**src/rtl/shifter_pkg.sv**
```systemverilog
// Shared definitions for the pipelined barrel shifter: op codes and the
// split of mux levels across pipeline stages.
package shifter_pkg;

    localparam int unsigned OP_W = 3;

    typedef enum logic [OP_W-1:0] {
        SH_SLL = 3'b000,
        SH_SRL = 3'b001,
        SH_SRA = 3'b010,
        SH_ROL = 3'b011,
        SH_ROR = 3'b100
    } sh_op_e;

    // Mux levels per stage, rounded up; the last stage absorbs whatever is left.
    function automatic int unsigned levels_per_stage(input int unsigned levels,
                                                     input int unsigned stages);
        return (levels + stages - 1) / stages;
    endfunction

endpackage

```
**src/rtl/shifter_stage.sv**
```systemverilog
// One pipeline slice of shifter_pipe: NLEV mux levels starting at level LO, then
// the valid/data/tag register. Rotate levels exist only with SHIFTER_ROTATE_EN.
module shifter_stage
    import shifter_pkg::*;
#(
    parameter int unsigned WIDTH = 32,
    parameter int unsigned TAG_W = 4,
    parameter int unsigned LO    = 0,
    parameter int unsigned NLEV  = 1
) (
    input  logic                     clk,
    input  logic                     rst_n,
    input  logic                     adv,
    input  logic                     up_valid,
    input  logic [WIDTH-1:0]         up_data,
    input  logic [$clog2(WIDTH)-1:0] up_shamt,
    input  logic [OP_W-1:0]          up_op,
    input  logic [TAG_W-1:0]         up_tag,
    output logic                     valid,
    output logic [WIDTH-1:0]         data,
    output logic [$clog2(WIDTH)-1:0] shamt,
    output logic [OP_W-1:0]          op,
    output logic [TAG_W-1:0]         tag
);

    localparam int unsigned SW = $clog2(WIDTH);

    logic [WIDTH-1:0] shifted;

    // Single mux level k: moves the operand by 2^k according to op.
    function automatic logic [WIDTH-1:0] level(input logic [WIDTH-1:0] d,
                                               input logic [OP_W-1:0]  o,
                                               input int unsigned      k);
        int unsigned      s;
        logic [WIDTH-1:0] r;
        s = 1 << k;
        r = d;
        case (o)
            SH_SLL: r = d << s;
            SH_SRL: r = d >> s;
            SH_SRA: r = $signed(d) >>> s;
`ifdef SHIFTER_ROTATE_EN
            SH_ROL: r = (d << s) | (d >> (WIDTH - s));
            SH_ROR: r = (d >> s) | (d << (WIDTH - s));
`else
            SH_ROL, SH_ROR: r = d;
`endif
            default: r = d;
        endcase
        return r;
    endfunction

    always_comb begin
        shifted = up_data;
        for (int unsigned j = 0; j < NLEV; j++) begin
            if (up_shamt[SW'(LO + j)]) begin
                shifted = level(shifted, up_op, LO + j);
            end
        end
    end

    // Payload only loads on a real operation; bubbles just clear valid.
    always_ff @(posedge clk) begin
        if (!rst_n) begin
            valid <= 1'b0;
            data  <= '0;
            shamt <= '0;
            op    <= '0;
            tag   <= '0;
        end else if (adv) begin
            valid <= up_valid;
            if (up_valid) begin
                data  <= shifted;
                shamt <= up_shamt;
                op    <= up_op;
                tag   <= up_tag;
            end
        end
    end

endmodule

```
**src/rtl/shifter_pipe.sv**
```systemverilog
// Parametrised pipelined barrel shifter with valid/ready handshakes and a tag
// sideband. Define SHIFTER_ROTATE_EN to enable the ROL/ROR datapath.
module shifter_pipe
    import shifter_pkg::*;
#(
    parameter int unsigned WIDTH  = 32,
    parameter int unsigned STAGES = 2,
    parameter int unsigned TAG_W  = 4
) (
    input  logic                     clk,
    input  logic                     rst_n,
    input  logic                     in_valid,
    output logic                     in_ready,
    input  logic [WIDTH-1:0]         din,
    input  logic [$clog2(WIDTH)-1:0] shamt,
    input  logic [OP_W-1:0]          op,
    input  logic [TAG_W-1:0]         in_tag,
    output logic                     out_valid,
    input  logic                     out_ready,
    output logic [WIDTH-1:0]         dout,
    output logic [TAG_W-1:0]         out_tag,
    output logic                     out_zero
);

    localparam int unsigned SW  = $clog2(WIDTH);
    localparam int unsigned PER = levels_per_stage(SW, STAGES);

    // Index 0 is the input port; index i+1 is the register of stage i.
    logic             v   [STAGES+1];
    logic [WIDTH-1:0] d   [STAGES+1];
    logic [SW-1:0]    s   [STAGES+1];
    logic [OP_W-1:0]  o   [STAGES+1];
    logic [TAG_W-1:0] t   [STAGES+1];
    logic             adv [STAGES+1];
    logic             chain;

    assign v[0] = in_valid;
    assign d[0] = din;
    assign s[0] = shamt;
    assign o[0] = op;
    assign t[0] = in_tag;

    // Stall chain walked from the output back to stage 0 through a scratch
    // variable so no array element depends combinationally on another.
    always_comb begin
        chain       = !out_valid || out_ready;
        adv[STAGES] = chain;
        for (int unsigned i = 0; i < STAGES; i++) begin
            chain                = !v[STAGES - i] || chain;
            adv[STAGES - 1 - i]  = chain;
        end
    end

    assign in_ready = rst_n && adv[0];

    for (genvar gi = 0; gi < STAGES; gi++) begin : g_stage
        localparam int unsigned LO = (gi * PER < SW) ? gi * PER : SW;
        localparam int unsigned HI = (gi == STAGES - 1) ? SW :
                                     (((gi + 1) * PER < SW) ? (gi + 1) * PER : SW);

        shifter_stage #(
            .WIDTH (WIDTH),
            .TAG_W (TAG_W),
            .LO    (LO),
            .NLEV  (HI - LO)
        ) u_stage (
            .clk      (clk),
            .rst_n    (rst_n),
            .adv      (adv[gi]),
            .up_valid (v[gi]),
            .up_data  (d[gi]),
            .up_shamt (s[gi]),
            .up_op    (o[gi]),
            .up_tag   (t[gi]),
            .valid    (v[gi+1]),
            .data     (d[gi+1]),
            .shamt    (s[gi+1]),
            .op       (o[gi+1]),
            .tag      (t[gi+1])
        );
    end

    always_ff @(posedge clk) begin
        if (!rst_n) begin
            out_valid <= 1'b0;
            dout      <= '0;
            out_tag   <= '0;
            out_zero  <= 1'b0;
        end else if (adv[STAGES]) begin
            out_valid <= v[STAGES];
            if (v[STAGES]) begin
                dout     <= d[STAGES];
                out_tag  <= t[STAGES];
                out_zero <= (d[STAGES] == '0);
            end
        end
    end

endmodule

```
**config.mk**
```make
export PLATFORM = sky130hd
export DESIGN_NAME = shifter_pipe
export DESIGN_NICKNAME = d
export VERILOG_FILES = /design/src/rtl/shifter_pkg.sv /design/src/rtl/shifter_stage.sv /design/src/rtl/shifter_pipe.sv
export SDC_FILE = /design/constraint.sdc
export NUM_CORES = 1
export LEC_CHECK = 0
export BUFFER_PORTS_ARGS = -buffer_cell sky130_fd_sc_hd__buf_2
export CORE_UTILIZATION = 25
export CTS_CLUSTER_DIAMETER = 40
export CTS_CLUSTER_SIZE = 24
export DETAILED_ROUTE_END_ITERATION = 16
export PLACE_DENSITY_LB_ADDON = 0.1
export SYNTH_ARGS = -nofsm -noshare
export SYNTH_HDL_FRONTEND = slang
export SYNTH_SLANG_ARGS = --single-unit
```
**constraint.sdc**
```tcl
create_clock -name clk -period 1.9 [get_ports clk]
set_input_delay 0.095 -clock clk [delete_from_list [all_inputs] [get_ports clk]]
set_output_delay 0.095 -clock clk [all_outputs]
set_load 0.02 [all_outputs]
```
==> qor.csv <==
metric,value,unit
status,completed,
CP Class,reg2reg,
"Endpoint, Worst Hold",g_stage[0].u_stage.valid,
R2R cell count,7,
PortBufs,86,
clock buffer depth,2,
slowest cell delay on critical path,0.39,ns
CTS sink cnt,117,
layout cells sized above 1,27.4,%
Final Hold Viols,0,
DRC violations left,0,
largest cells by area after synthesis,"dfxtp_1 29%, nand2_1 7.6%, a21oi_1 5.4%",
crit end category,flop,
RD Place Congestion,0.877,
remaining antenna violation count,0,
fin crit period,1.82,ns
Inserted Clock Buffers,17,
Initial DRC Count,591,
via/cell ratio,5.32,
Max-Cap Viols,0,
clock power share,42.6,%
Critical Path Fanout Max,16,
Worst path slowest cell,dfxtp_2,
R2R Setup Slk,0.08,ns
power density cells,762,nW/um2
Die W,181,um
P&R area growth vs syn,33.3,%
first-pass GRT wire length,51000,um
CTS tree,yes,
clk_lat worst skew,0.42,ns
combinational share of power,23.9,%
worst slack at placement,-0.269,ns
buffers plus inverters on the worst setup path,1,
number of diodes,0,
Mapped Cells,1043,
CP required,2.25,ns
post-synthesis cell area,7990,um2
Post-Route WL,32500,um
Net Switching,2350,uW
clock-pin slew on the worst setup and hold paths,0.06,ns
worst vdd rail ir drop,0.508,mV
Die ar.,32700,um2
Sw Share,28.9,%
pin count of the biggest net entering global routing,79,
first-pass detailed-route iteration total,5,
share of flip-flops with an asynchronous set or reset,0,%
GRT overflow,0,
largest area contributor in the netlist,dfxtp_1,
Int Power,5770,uW
CP arrival,2.18,ns
Worst Hold Class,in2reg,
sequential area share after synthesis,29.3,%
Post-Place Cell Area,9890,um2
Clock Skew,0.0140,ns
Post-Layout Inst Area,10700,um2
GRT Overall Usage,19.9,%
I/O pin count,87,
initial antenna violation count,0,
actual slew at the worst max-slew pin,0.833,ns
P_leak,0.00418,uW
Vias,8651,
Worst Hold Launch,in_valid,
hpwl dp,24800,um
min setup slack post-route,0.0755,ns
Initial Util,25.4,%
period utilisation layout,96.0,%
final setup fails,0,
crit-path cells,xnor2_2 > buf_6 > o22ai_1 > a2bb2oi_1 > a21oi_1 > o31ai_1 > and2_1,
Die Y,181,um
"Distinct cells, synth",79,
RSZ-0062 raised after global routing,true,
Ys Warns,0,
row count,65,
CP startpoint kind,flop,
#FFs+latches synth,117,
Post-synth EDFFs,0,
top-area cell type share of the netlist area,29.3,%
vias in the first global route,8449,
"Top FF cell, synth",dfxtp_1,
Avg WL per Cell,20.0,um
Syn Nets,1091,
H-Tree Depth,4,
worst relative slew slack,43.0,%
sequential power share,33.5,%
fmax,548,MHz
utilization after layout,33.9,%
Reg-to-Reg Start,g_stage[0].u_stage.op[0],
hold-critical path depth,3,
top cell family by delay on the critical path,compound AO/OA/AOI/OAI gates,
max-slew violation count,0,
# nets final,1259,
core area,31500,um2
reg-to-reg critical path endpoint,g_stage[1].u_stage.data[27],
CTS Root Cell,clkbuf_16,
Synth Area per Inst,7.66,um2
placed cells by master, fill, tap and decap left out, drive strengths merged, types with 5 or more instances in the layout:
master	n
or2	6
o22ai	39
a21oi	87
a21boi	54
nand3	18
and3	5
o211a	8
o221a	12
a211oi	12
nor3b	10
dlygate4sd3	6
a2bb2oi	19
mux2i	9
mux2	16
nand2	162
nor3	17
a221o	6
nor2	46
nor2b	15
buf	245
a31oi	11
clkbuf	23
o21a	7
o21ai	59
a221oi	16
nor4	8
o31ai	28
dfxtp	117
and2	22
o22a	7
a22oi	9
o211ai	15
nand2b	26
a22o	12
worst max-delay path by stage:
stage / slack, ns / cells past startpoint / from / end
6_report: 0.08 / 7 / g_stage[0].u_stage.op[0] / g_stage[1].u_stage.data[27]
5_1_grt: -0.04 / 8 / g_stage[0].u_stage.op[1] / g_stage[1].u_stage.data[9]
4_1_cts: 0.0003 / 7 / g_stage[0].u_stage.op[2] / g_stage[1].u_stage.data[0]
3_5_place_dp: -0.27 / 9 / op[1] / g_stage[0].u_stage.data[20]
3_3_place_gp: -0.28 / 9 / shamt[0] / g_stage[0].u_stage.data[2]
2_1_floorplan: 0.1 / 9 / g_stage[0].u_stage.op[1] / g_stage[1].u_stage.data[29]
layer usage:
metal	wire length, um	part of all wire, %	vias up	global-route usage [%]
li1	-	-	4250	-
met1	14700	45	4101	26.1
met5	0	0	-	0
met2	15600	48	261	33.4
met4	700	2.2	0	6.56
met3	1490	4.6	39	2.66
synth_stat cells (all sizes together) (15+ instances only):
cell type	n
o22ai	39
and2	22
mux2	16
nor2b	15
a221oi	16
o31ai	28
a2bb2oi	19
o211ai	15
o21ai	59
dfxtp	117
nor3	17
nand2	162
nor2	46
nand3	18
buf	46
clkbuf	56
a21boi	54
a21oi	87
nand2b	26
per-stage QoR:
| stage | hold slack [ns] | setup TNS (ns) | std cells | power, uW |
|---|---|---|---|---|
| finish | 0.0145 | 0 | 1625 | 8120 |
| global route | 0.00514 | -0.0751 | 1625 | 8500 |
| CTS | 0.0000177 | 0 | 1623 | 8190 |
| detailed placement | 0.361 | -4.25 | 1586 | 4670 |
| global placement | 0.354 | -5.37 | 1586 | 4680 |
| floorplan | 0.240 | 0 | 1043 | 3800 |
what timing repair did:
item	CTS	global route
hold buffers	6	0
resized for setup	2	12
setup buffers	0	1
endpoints found under the hold margin	6	0
cloned	0	1
pin swaps	0	2
setup endpoints to repair	3	16
flip-flops by register name (all words and copies together) (netlist names), 2 cells and up:
register and flops:
g_stage.u_stage.shamt 2, dout 32, g_stage.u_stage.op 3, g_stage.u_stage.data 64
g_stage.u_stage.valid 2, out_tag 4, g_stage.u_stage.tag 8
worst register-to-register path: cells and delay by family, from the launching register on:
family,cells,cell delay [ns]
AO/OA/AOI/OAI,4,0.76
XOR/XNOR,1,0.27
buffers and inverters,1,0.21
flip-flops,1,0.39
AND/OR/NAND/NOR,1,0.14
power groups by stage:
stage | clock network, uW | logic (uW) | registers, uW
after global routing | 3660 | 2100 | 2730
after CTS | 3560 | 1920 | 2710
after floorplan | 0 | 1080 | 2720
final | 3460 | 1940 | 2720
after detailed placement | 0 | 1900 | 2770
after global placement | 0 | 1910 | 2770
final cells by class:
type	count	area [um2]
clock buffer	23	488
clock inverter	8	146
fill	3404	20800
inverter	4	15.0
multi-input combinational	820	5210
sequential	117	2350
tap	402	503
timing repair buffer	251	1950
kinds of logic (layout without fill, tap and decap cells):
kind of cell	count (synthesis)	after routing	share of synthesized area [%]
AOI/OAI and AO/OA	434	434	38.5
xor gates and xnor gates	3	3	0.517
buffers and inverters	106	286	6.31
DFF	117	117	29.3
muxes	25	25	3.43
and+or+nand+nor	358	358	21.9
No activity file was read; power rests on OpenSTA's default activity.
